$ cat src/rtl/valid_stream_rx.sv
// valid_stream_rx: receive FIFO with overflow flag and optional incrementing-sequence checker (rev 1.0).
// Define VALID_STREAM_RX_SEQCHK_EN to build the checker; otherwise seq_err/err_cnt are tied to 0.
`default_nettype none

module valid_stream_rx #(
  parameter int WIDTH = 32,
  parameter int DEPTH = 4
) (
  input  logic                     clk,
  input  logic                     rst,
  input  logic                     validi,
  input  logic [WIDTH-1:0]         data_in,
  input  logic                     rd_en,
  output logic                     valido,
  output logic [WIDTH-1:0]         data_out,
  output logic                     empty,
  output logic                     full,
  output logic [$clog2(DEPTH):0]   count,
  output logic                     ovf,
  output logic [15:0]              word_cnt,
  output logic                     seq_err,
  output logic [7:0]               err_cnt
);

  localparam int AW = $clog2(DEPTH);
  localparam int CW = AW + 1;

  logic [WIDTH-1:0] mem_q [DEPTH];
  logic [AW-1:0]    wr_ptr_q, rd_ptr_q;
  logic [CW-1:0]    count_q, count_d;
  logic             valido_q, ovf_q;
  logic [WIDTH-1:0] data_q;
  logic [15:0]      word_cnt_q;
  logic             rd_ok, wr_ok, is_full, is_empty;

  assign is_empty = (count_q == '0);
  assign is_full  = (count_q == CW'(DEPTH));
  assign rd_ok    = rd_en && !is_empty;
  // A read in the same cycle frees a slot, so a full FIFO can still accept.
  assign wr_ok    = validi && (!is_full || rd_ok);

  always_comb begin
    count_d = count_q;
    case ({wr_ok, rd_ok})
      2'b10:   count_d = count_q + CW'(1);
      2'b01:   count_d = count_q - CW'(1);
      default: count_d = count_q;
    endcase
  end

  always_ff @(posedge clk or negedge rst) begin
    if (!rst) begin
      wr_ptr_q   <= '0;
      rd_ptr_q   <= '0;
      count_q    <= '0;
      valido_q   <= 1'b0;
      data_q     <= '0;
      ovf_q      <= 1'b0;
      word_cnt_q <= '0;
    end else begin
      count_q  <= count_d;
      valido_q <= rd_ok;
      if (rd_ok) begin
        data_q   <= mem_q[rd_ptr_q];
        rd_ptr_q <= rd_ptr_q + AW'(1);
      end
      if (wr_ok) begin
        wr_ptr_q   <= wr_ptr_q + AW'(1);
        word_cnt_q <= word_cnt_q + 16'd1;
      end else if (validi) begin
        ovf_q <= 1'b1;
      end
    end
  end

  // Storage carries no reset; pointers and count define what is valid.
  always_ff @(posedge clk) begin
    if (wr_ok) mem_q[wr_ptr_q] <= data_in;
  end

  assign valido   = valido_q;
  assign data_out = data_q;
  assign empty    = is_empty;
  assign full     = is_full;
  assign count    = count_q;
  assign ovf      = ovf_q;
  assign word_cnt = word_cnt_q;

`ifdef VALID_STREAM_RX_SEQCHK_EN
  typedef enum logic {ST_FIRST = 1'b0, ST_TRACK = 1'b1} chk_state_e;

  chk_state_e       state_q;
  logic [WIDTH-1:0] exp_q;
  logic             seq_err_q;
  logic [7:0]       err_cnt_q;

  // Every presented word is checked, dropped or not; a mismatch resyncs to it.
  always_ff @(posedge clk or negedge rst) begin
    if (!rst) begin
      state_q   <= ST_FIRST;
      exp_q     <= '0;
      seq_err_q <= 1'b0;
      err_cnt_q <= '0;
    end else if (validi) begin
      exp_q <= data_in + WIDTH'(1);
      case (state_q)
        ST_FIRST: state_q <= ST_TRACK;
        ST_TRACK: begin
          if (data_in != exp_q) begin
            seq_err_q <= 1'b1;
            if (err_cnt_q != 8'hFF) err_cnt_q <= err_cnt_q + 8'd1;
          end
        end
        default: state_q <= ST_FIRST;
      endcase
    end
  end

  assign seq_err = seq_err_q;
  assign err_cnt = err_cnt_q;
`else
  assign seq_err = 1'b0;
  assign err_cnt = 8'd0;
`endif

endmodule

`default_nettype wire

$ cat config.mk
export PLATFORM = sky130hd
export DESIGN_NAME = valid_stream_rx
export DESIGN_NICKNAME = d
export VERILOG_FILES = /design/src/rtl/valid_stream_rx.sv
export SDC_FILE = /design/constraint.sdc
export NUM_CORES = 1
export LEC_CHECK = 0
export ABC_AREA = 1
export CORE_AREA = 2 2 120 122
export CTS_BUF_LIST = sky130_fd_sc_hd__clkbuf_8 sky130_fd_sc_hd__clkbuf_16
export CTS_CLUSTER_SIZE = 16
export DETAILED_ROUTE_END_ITERATION = 10
export DIE_AREA = 0 0 122 124
export GPL_TIMING_DRIVEN = 1
export PLACE_DENSITY = 0.9
export SETUP_SLACK_MARGIN = 0.2
export SLEW_MARGIN = 30
export SYNTH_ARGS = -nofsm -noshare
export SYNTH_HDL_FRONTEND = slang
export SYNTH_SLANG_ARGS = --single-unit
$ cat constraint.sdc
create_clock -name clk -period 3.18 [get_ports clk]
set_input_delay 0.636 -clock clk [delete_from_list [all_inputs] [get_ports clk]]
set_output_delay 0.636 -clock clk [all_outputs]
set_load 0.005 [all_outputs]
# Word-level counts from Yosys, hierarchy flattened
# Memories as Yosys holds them, arrays and structs flattened. A register that Yosys moved wholly into a read port is not among the register bits.
# Index checks and enable logic that the tools add are counted.
[totals] romBits=0 reg_bits=25 output_inout_bits=64 memories=1 ramBits=128 inputBits=36 latch_bits=0
[classes] order_cmp=0 shift=0 bitwise_logic=1 mux=3 addsub=5 n_div=0 n_reduce_logical=9 eq_ne=3 multipliers=0
[memory_table] memory="mem_q" depth=4 word_bits=32 rd=1 rd_clocked_by_memory_dff=1 write_ports=1 line_no="28" source="logic [WIDTH-1:0] mem_q [DEPTH];"
[ops] op="16-bit by 1-bit adder with 16-bit output (second input constant)" count=1
[ops] op="3-bit one-hot mux with 2 select lines" count=1
[ops] op="2-bit by 1-bit adder with 2-bit output (second input constant)" count=2
[ops] op="3-bit by 1-bit adder with 3-bit output (second input constant)" count=1
[ops] op="3-bit == test (second input constant)" count=1
[ops] op="1-bit logical NOT" count=3
[ops] op="3-bit logical NOT" count=1
[ops] op="3-bit by 1-bit subtractor with 3-bit output (second input constant)" count=1
[ops] op="2-bit by 1-bit == test with 1-bit output (second input constant)" count=1
[ops] op="2-bit == test (second input constant)" count=1
[ops] op="1-bit logical AND" count=2
[ops] op="1-bit two-way mux" count=2
[ops] op="2-bit AND reduction" count=1
[ops] op="2-bit nonzero test" count=1
[ops] op="1-bit logical OR" count=1
[ops] op="1-bit inverter" count=1

# Depth between registers and ports, before layout
# Gate-level depths: netlist of the first run.
[depth] depth_word=7 depth_mapped=9 ltp_nobuf=9

# Worst setup path before layout of the first run
# No wires, ideal clock.
[synth_path] path_type="input to register" from="in rd_en" to="mem mem_q[0][0], enable pin" arrival_time_ns=2.384 path_slack_ns=0.375 cell_stages=5 cell_sequence="inv_1 nand3_1 nand2_2 buf_4 nor2_1"
[synth_between] elab_chain_len=5
[synth_lines] element="from (decl)" line_no="13" source="input logic rd_en,"
[synth_lines] element="1-bit logical AND" line_no="38" source="assign rd_ok = rd_en && !is_empty;"
[synth_lines] element="1-bit logical OR" line_no="40" source="assign wr_ok = validi && (!is_full || rd_ok);"
[synth_lines] element="1-bit logical AND" line_no="40"
[synth_lines] element="1-bit two-way mux" line_no="78" source="if (wr_ok) mem_q[wr_ptr_q] <= data_in;"
[synth_lines] element="1-bit two-way mux (implied by the code)" line_no="78"
[synth_lines] element="to (decl)" line_no="28"
# Every way passes these cells.

# Worst setup path in the final report of the first run
[layout_path] from="reg count_q[0], in the netlist count[0]" to="out full"
[layout_between] elab_chain_len=1
[layout_lines] element="from (decl)" line_no="30" source="logic [CW-1:0] count_q, count_d;"
[layout_lines] element="from (signal assigned)" line_no="61" source="count_q <= count_d;"
[layout_lines] element="3-bit == test" line_no="37" source="assign is_full = (count_q == CW'(DEPTH));"
[layout_lines] element="to (decl)" line_no="17" source="output logic full,"
# Every way passes these cells.

==> run_results.csv, run 1 <==
group,metric,value,unit
status,status,"finished clean",
critical_path,r2r-start,"count[0]",
routing,drt-pass1-iter-count,7,
die,die_x,122,µm
timing,hold_slack,0.299,ns
global_route,grt_use_met3,5.17,%
clock_tree,clk_latency,0.43,ns
critical_path,arrival,1.69,ns
critical_path,r2r-end,"mem_q[3][15]",
logic_synthesis,synth_area,0.00745,mm²
finish,area_growth,21.9,%
global_route,antenna_found_initial,0,
logic_synthesis,synth-edff-count,128,
die,core_area,0.0137,mm²
global_route,track_usage,22.0,%
placed_design,dp_hpwl,9710,µm
global_route,grt.busiest_layer,"met2",
clock_tree,cts_tree,"built",
critical_path,reg2reg_slack,1.29,ns
global_route,grt_use_met1,25.5,%
power,p_comb_share,32.7,%
timing,finClkSkew,0.00654,ns
die,rows,43,
clock_tree,cts.repair.resized,0,
timing,worst_slew_pin_slew,0.917,ns
routing,routedWlPerCell,16.6,µm
logic_synthesis,synth_async_sr_flop_share,30.8,%
global_route,grt_pass1_wl,24800,µm
global_route,grt_pass1_vias,5020,
clock_tree,post_cts_buffers,0,
timing,maxSlewHeadroom,38.8,%
finish,diodes,0,
clock_tree,cts-htree-levels,4,
timing,setup_viol,0,
critical_path,start_kind,"flip-flop",
routing,drt_iter0_markers,426,
clock_tree,cts_hold_buf,0,
die,dieArea,0.0151,mm²
logic_synthesis,synth_top_cell_by_area,"edfxtp_1",
power,p_per_area,931,mW/mm²
power,p_sw,2.76,mW
finish,layout.nets,782,
logic_synthesis,ys_ff_latch,185,
routing,ant_nets,0,
job,cap_violations,0,
power,seqPwrFrac,42.9,%
logic_synthesis,ys_warn_count,0,
critical_path,worstPathRequired,2.54,ns
timing,hold_viol,0,
hold_path,hold_path.class,"in2async",
timing,rsz0062_at_grt,"false",
die,io_pins,100,
placed_design,gp_congestion,0.847,
global_route,grt_remaining_overflow,0,
routing,drt_drc_violations_left,0,
timing,timing.setup.tns,0,ns
finish,drive_gt1_share,6.91,%
clock_tree,cts_num_sinks,185,
logic_synthesis,yosysMostFrequentCell,"nor2_1",
logic_synthesis,syn_avg_cell_area,11.5,µm²
routing,vias,5069,
clock_tree,cts-root-buf,"clkbuf_16",
power,p_clk_share,24.5,%
die,die_y,124,µm
critical_path,reg2reg_depth,5,
clock_tree,clk_pin_slew_worst_paths,0.06,ns
clock_tree,clockBufferDepth,2,
timing,slew_viol_final,0,
critical_path,critPathMaxFanout,4,
power,p_sw_share,32.6,%
routing,routed_wl,15500,µm
global_route,met2_usage,37.9,%
logic_synthesis,synth_top_area_share,51.6,%
logic_synthesis,ys.flop_type,"edfxtp_1",
die,start_util,54.3,%
logic_synthesis,yosys.cell_types.count,26,
power,power_leakage,3.42,nW
timing,period_minus_slack,2.32,ns
timing,period_share,73.1,%
logic_synthesis,ys_top_cells_by_area,"edfxtp_1, dfrtp_1, nor2_1, o21ai_0, nand2_1",
critical_path,crit_type,"reg2out",
global_route,grt_start_max_net_pins,66,
power,internal-power,5.70,mW
timing,fmax,430,MHz
logic_synthesis,synthCells,649,
clock_tree,cts_buffers,17,
power,max-vdd-ir-drop,0.000511,V
critical_path,crit_path_end_kind,"output port",
placed_design,io_buffers,90,
logic_synthesis,synth_seq_area_share,70.7,%
logic_synthesis,synth_common_cells,"nor2_1, edfxtp_1, o21ai_0",
routing,viasPerCell,5.43,
## layer usage
metal | vias up | routed length (µm)
li1 | 2375 | -
met1 | 2458 | 5980
met2 | 195 | 8120
met3 | 41 | 951
met4 | 0 | 458
met5 | - | 0
## cell usage in the layout, fill, tap and decap left out, types with 4 or more instances in the layout
| cell | netlist | routed |
|---|---|---|
| a31oi_1 | 32 | 32 |
| buf_4 | 14 | 11 |
| clkbuf_16 | 0 | 17 |
| clkdlybuf4s50_1 | 0 | 89 |
| conb_1 | 1 | 9 |
| dfrtp_1 | 57 | 56 |
| edfxtp_1 | 128 | 128 |
| ha_1 | 5 | 5 |
| inv_1 | 30 | 35 |
| inv_2 | 3 | 4 |
| nand2_1 | 59 | 59 |
| nand3_1 | 11 | 11 |
| nand4_1 | 7 | 7 |
| nor2_1 | 189 | 185 |
| nor2_4 | 1 | 5 |
| o21ai_0 | 68 | 68 |
| o21ai_1 | 5 | 5 |
| xor2_1 | 7 | 7 |
## power groups by stage
stage	Sequential, mW	Clock (mW)	Combinational [mW]
floorplan	3.63	0	1.57
global placement	3.63	0	2.66
detailed placement	3.66	0	2.75
CTS	3.63	2.09	2.79
global route	3.69	2.20	3.10
finish	3.63	2.07	2.77
## flip-flops by register name, indices dropped and copies added (netlist names)
name / flops
data_out: 32
count: 3
word_cnt: 16
rd_ptr_q: 2
wr_ptr_q: 2
valido: 1
ovf: 1
mem_q: 128
## final cells by class
class	instances	area (µm²)
Clock inverter	14	144
Sequential cell	185	5270
Clock buffer	18	439
Inverter	33	124
Fill cell	955	4630
Multi-Input combinational cell	400	1870
Tap cell	180	225
Timing Repair Buffer	103	1020
## critical path, cell delays in order (launching register included)
cell and delay (ns):
dfrtp_1 0.44, nor2_4 0.16, nand2_1 0.11, inv_1 0.07, clkdlybuf4s50_1 0.49
## logic make-up after synthesis
| logic type | share of synthesized area, % |
|---|---|
| other | 0.0503 |
| and+or+nand+nor | 14.4 |
| xor gates and xnor gates | 1.06 |
| buffers and inverters | 5.05 |
| adders and majority gates | 1.11 |
| DFF | 70.7 |
| AOI/OAI and AO/OA | 7.69 |
## how the worst max path moves through the flow
stage	slack, ns	to	cells past startpoint	from
final	0.86	full	4	count[0]
after global routing	0.75	full	4	count[0]
after CTS	0.84	full	4	count[0]
after detailed placement	0.49	mem_q[3][11]	6	rd_en
after global placement	0.60	mem_q[3][11]	6	rd_en
after floorplan	0.37	mem_q[0][0]	5	rd_en
## per-stage QoR
step / std cells / area [µm²] / setup WS, ns / power, mW / util (%)
floorplan: 657 / 7480 / 0.375 / 5.20 / -
global placement: 901 / 8510 / 0.602 / 6.29 / 62.0
detailed placement: 901 / 8510 / 0.489 / 6.41 / 62.0
CTS: 933 / 9090 / 0.837 / 8.51 / 66.3
global route: 933 / 9090 / 0.754 / 9.00 / 66.3
finish: 933 / 9090 / 0.855 / 8.46 / 66.3
(Power assumes the default switching activity.)
==> inputs of run 2 (changes only) <==
==> constraint.sdc (replaced) <==
create_clock -name clk -period 2.35 [get_ports clk]
set_input_delay 0.47 -clock clk [delete_from_list [all_inputs] [get_ports clk]]
set_output_delay 0.47 -clock clk [all_outputs]
set_load 0.005 [all_outputs]
==> run_results.csv, run 2 (same netlist as run 1, synthesis figures left out) <==
group,metric,value,unit
status,status,"finished clean",
die,dieArea,0.0151,mm²
timing,finClkSkew,0.0121,ns
critical_path,r2r-start,"rd_ptr_q[0]",
routing,viasPerCell,5.39,
critical_path,crit_end,"empty",
die,start_util,54.3,%
global_route,grt_remaining_overflow,0,
clock_tree,cts-htree-levels,4,
finish,regArea,0.00527,mm²
critical_path,critPathMaxStageDelay,0.49,ns
critical_path,crit_path_end_kind,"output port",
routing,drt_drc_violations_left,0,
timing,period_share,90.3,%
timing,rsz0062_at_grt,"true",
finish,top_register,"mem_q",
die,die_x,122,µm
critical_path,crit_start,"count[2]",
clock_tree,cts_buffers,17,
finish,nFillCells,957,
critical_path,worstPathRequired,1.88,ns
job,cap_violations,0,
clock_tree,clk_latency,0.44,ns
finish,drive_gt1_share,8.79,%
timing,period_minus_slack,2.12,ns
timing,setup_viol,0,
global_route,grt_pass1_vias,5014,
routing,routed_wl,15800,µm
hold_path,hold_path.class,"in2async",
finish,diodes,0,
finish,largest_reg_flops,128,
timing,hold_slack,0.0270,ns
finish,multiInputGateArea,0.00187,mm²
clock_tree,clk_pin_slew_worst_paths,0.07,ns
critical_path,reg2reg_slack,0.44,ns
routing,drt-pass1-iter-count,5,
power,p_per_area,1270,mW/mm²
finish,final_area,0.00923,mm²
routing,routedWlPerCell,16.7,µm
timing,timing.setup.tns,0,ns
finish,final_cells,942,
timing,final.setup.worst_slack,0.228,ns
placed_design,place_inst,909,
die,die_y,124,µm
global_route,antenna_found_initial,0,
clock_tree,clockBufferDepth,2,
global_route,track_usage,22.3,%
clock_tree,cts_tree,"built",
critical_path,reg2reg_depth,5,
routing,drt_iter0_markers,524,
die,core_area,0.0137,mm²
global_route,grt_pass1_wl,25200,µm
clock_tree,cts_hold_buf,0,
die,io_pins,100,
timing,slew_viol_final,0,
critical_path,start_kind,"flip-flop",
power,power,11.7,mW
critical_path,slowest_stage,"clkdlybuf4s50_1",
critical_path,arrival,1.65,ns
placed_design,preCtsSetupSlack,0.188,ns
timing,worst_slew_pin_slew,0.583,ns
finish,layout_common_cells,"nor2_1, edfxtp_1, clkdlybuf4s50_1, o21ai_0, nand2_1",
timing,hold_viol,0,
routing,ant_nets,0,
clock_tree,cts-root-buf,"clkbuf_16",
finish,area_growth,23.7,%
global_route,grt_start_max_net_pins,41,
die,rows,43,
power,max-vdd-ir-drop,0.000595,V
critical_path,r2r-end,"data_out[22]",
placed_design,io_buffers,90,
timing,maxSlewHeadroom,61.1,%
critical_path,crit_type,"reg2out",
critical_path,cpMostUsedCell,"inv_1",
placed_design,gp_congestion,0.890,
critical_path,critPathMaxFanout,5,
routing,vias,5077,
clock_tree,cts_num_sinks,185,
finish,layout.nets,791,
power,power_leakage,3.48,nW
timing,fmax,471,MHz
finish,mostFrequentLayoutCell,"nor2_1",
finish,final_util,67.2,%
critical_path,cp_cell_sequence,"inv_1 > nand2_4 > inv_1 > clkdlybuf4s50_1",
placed_design,place_area,0.00860,mm²
placed_design,dp_hpwl,10000,µm
[run 2: cell count changes in the layout (fill, tap and decap cells not counted), sizes merged]
| cell | change |
|---|---|
| clkbuf | +1 |
| clkinvlp | -2 |
| buf | +9 |
| inv | +2 |
| bufinv | -1 |
[run 2: critical path, delay by kind of cell, from the launching register on]
kind / cells / cell delay [ns]
buf+inv: 3 / 0.69
flops: 1 / 0.45
simple gates: 1 / 0.08
[run 2: cell type report]
class / instances / area share, %
flip-flops and latches: 185 / 57.1
well taps: 180 / 2.44
clock inverters: 13 / 1.71
clock buffers: 19 / 4.91
repair buffers: 112 / 12.2
inverters: 33 / 1.34
multi-input cells: 400 / 20.3
[run 2: how the worst min path moves through the flow]
stage | start | endpoint | slack [ns]
3_5_place_dp | rst | count[0] | 0.49
5_1_grt | rst | data_out[9] | 0.06
4_1_cts | rst | data_out[9] | 0.03
6_report | rst | count[0] | 0.03
3_3_place_gp | ovf | ovf | 0.47
2_1_floorplan | rst | count[0] | 0.17
[run 2: what timing repair did]
| item | CTS | global route |
|---|---|---|
| endpoints found under the setup margin | 1 | 2 |
| resized for setup | 1 | 0 |
| pin swaps | 1 | 0 |
| setup buffers | 1 | 0 |
[run 2: power breakdown]
part | total (mW) | internal [mW] | switching [mW]
Sequential | 4.97 | 4.43 | 0.543
Clock | 2.93 | 1.66 | 1.28
Combinational | 3.83 | 1.73 | 2.10
[run 2: layer usage]
layer / part of all wire (%) / vias to the layer above / global-route usage (%)
met5: 0 / - / 0
met4: 1.8 / 0 / 9.05
met3: 5.6 / 22 / 4.49
met2: 54 / 189 / 39.7
met1: 39 / 2473 / 26.7
li1: - / 2393 / -
==> inputs of run 3 (changes only) <==
--- a/config.mk
+++ b/config.mk
@@ -12,8 +12,10 @@
 export DETAILED_ROUTE_END_ITERATION = 10
 export DIE_AREA = 0 0 122 124
 export GPL_TIMING_DRIVEN = 1
+export MAX_ROUTING_LAYER = met4
 export PLACE_DENSITY = 0.9
 export SETUP_SLACK_MARGIN = 0.2
+export SKIP_LAST_GASP = 1
 export SLEW_MARGIN = 30
 export SYNTH_ARGS = -nofsm -noshare
 export SYNTH_HDL_FRONTEND = slang
==> run_results.csv, run 3 (same netlist as run 1, synthesis figures left out) <==
group,metric,value,unit
status,status,"finished clean",
placed_design,preCtsSetupSlack,0.188,ns
power,max-vdd-ir-drop,0.000598,V
critical_path,crit_path_end_kind,"output port",
placed_design,gp_congestion,0.905,
die,die_x,122,µm
hold_path,hold_path.class,"in2async",
timing,finClkSkew,0.0130,ns
finish,layout.nets,791,
die,core_area,0.0137,mm²
clock_tree,clk_latency,0.44,ns
power,p_sw_share,33.5,%
power,p_clk_share,25.0,%
clock_tree,cts_tree,"built",
finish,layout_common_cells,"nor2_1, edfxtp_1, clkdlybuf4s50_1, o21ai_0, nand2_1",
routing,drt_iter0_markers,524,
finish,top_register,"mem_q",
timing,slew_viol_final,0,
placed_design,dp_hpwl,10000,µm
power,p_per_area,1270,mW/mm²
critical_path,cp.buffers_inverters,3,
timing,period_share,90.3,%
power,p_comb_share,32.7,%
critical_path,cp_top_family,"buffers and inverters",
global_route,grt_pass1_vias,5012,
finish,multiInputGateArea,0.00187,mm²
timing,hold_viol,0,
clock_tree,cts_num_sinks,185,
routing,routedWlPerCell,16.8,µm
timing,worst_slew_pin_slew,0.586,ns
timing,period_minus_slack,2.12,ns
clock_tree,clockBufferDepth,2,
critical_path,crit_start,"count[2]",
routing,vias,5058,
timing,setup_viol,0,
power,seqPwrFrac,42.3,%
finish,nFillCells,957,
routing,ant_nets,0,
routing,routed_wl,15800,µm
timing,fmax,471,MHz
critical_path,cp_cell_sequence,"inv_1 > nand2_4 > inv_1 > clkdlybuf4s50_1",
clock_tree,cts-root-buf,"clkbuf_16",
critical_path,worstPathRequired,1.88,ns
critical_path,crit_type,"reg2out",
critical_path,r2r-start,"rd_ptr_q[0]",
finish,final_util,67.2,%
timing,rsz0062_at_grt,"true",
power,power_leakage,3.48,nW
critical_path,cpMostUsedCell,"inv_1",
critical_path,critPathMaxStageDelay,0.49,ns
routing,drt_drc_violations_left,0,
finish,regArea,0.00527,mm²
die,dieArea,0.0151,mm²
global_route,grt_start_max_net_pins,41,
critical_path,critPathMaxFanout,5,
critical_path,start_kind,"flip-flop",
global_route,track_usage,23.0,%
power,p_sw,3.93,mW
routing,viasPerCell,5.37,
die,rows,43,
finish,mostFrequentLayoutCell,"nor2_1",
finish,largest_reg_flops,128,
critical_path,arrival,1.65,ns
job,cap_violations,0,
timing,final.setup.worst_slack,0.228,ns
placed_design,io_buffers,90,
die,die_y,124,µm
finish,area_growth,23.7,%
finish,diodes,0,
clock_tree,cts_buffers,17,
die,start_util,54.3,%
timing,maxSlewHeadroom,61.0,%
power,internal-power,7.81,mW
global_route,grt_pass1_wl,25200,µm
global_route,antenna_found_initial,0,
die,io_pins,100,
global_route,grt_remaining_overflow,0,
clock_tree,clk_pin_slew_worst_paths,0.07,ns
critical_path,slowest_stage,"clkdlybuf4s50_1",
clock_tree,cts-htree-levels,4,
routing,drt-pass1-iter-count,5,
finish,drive_gt1_share,8.79,%
[run 3: layer usage]
metal	routed length (µm)	vias up	global-route usage (%)
met1	6210	2472	26.9
met2	8530	170	39.8
met3	812	23	4.26
li1	-	2393	-
met4	277	0	9.05
met5	0	-	-
[run 3: layout make-up]
cell class                 instances  area share (%)
clock buffer                      19            4.91
clock inverter                    13            1.71
inverter                          33            1.34
multi-input combinational        400            20.3
sequential                       185            57.1
tap                              180            2.44
timing repair buffer             112            12.2
[run 3: stage by stage]
stage          area, µm²  TNS (ns)  total power [mW]  std cells  hold slack (ns)
2_1_floorplan       7480    -37.03              7.03        657            0.174
3_3_place_gp        8600         0              8.63        909            0.471
3_5_place_dp        8600         0              8.81        909            0.489
4_1_cts             9230         0              11.8        942           0.0253
5_1_grt             9230         0              12.4        942           0.0570
6_report            9230         0              11.7        942           0.0269
[run 3: final timing paths]
| path | endpoint | slack [ns] | cells after the start |
|---|---|---|---|
| setup / recovery | empty | 0.23 | 4 |
| hold / removal | count[0] | 0.03 | 1 |
| setup reg to reg | data_out[22] | 0.44 | 5 |
| hold reg to reg | word_cnt[6] | 0.52 | 1 |
| max in group asynchronous | data_out[19] | 1.72 | 2 |
| min in group clk | word_cnt[6] | 0.52 | 1 |
[run 3: power groups by stage]
stage	clock network (mW)	logic, mW	registers [mW]
2_1_floorplan	0	2.12	4.91
3_3_place_gp	0	3.64	4.98
3_5_place_dp	0	3.79	5.02
4_1_cts	2.98	3.86	4.97
5_1_grt	3.10	4.27	5.05
6_report	2.94	3.83	4.97
[run 3: what timing repair did]
| action | 4_1_cts | 5_1_grt |
|---|---|---|
| gates resized for setup | 1 | 0 |
| pin swaps | 1 | 0 |
| setup buffers | 1 | 0 |
| endpoints found under the setup margin | 1 | 2 |
| hold buffers | 0 | 0 |
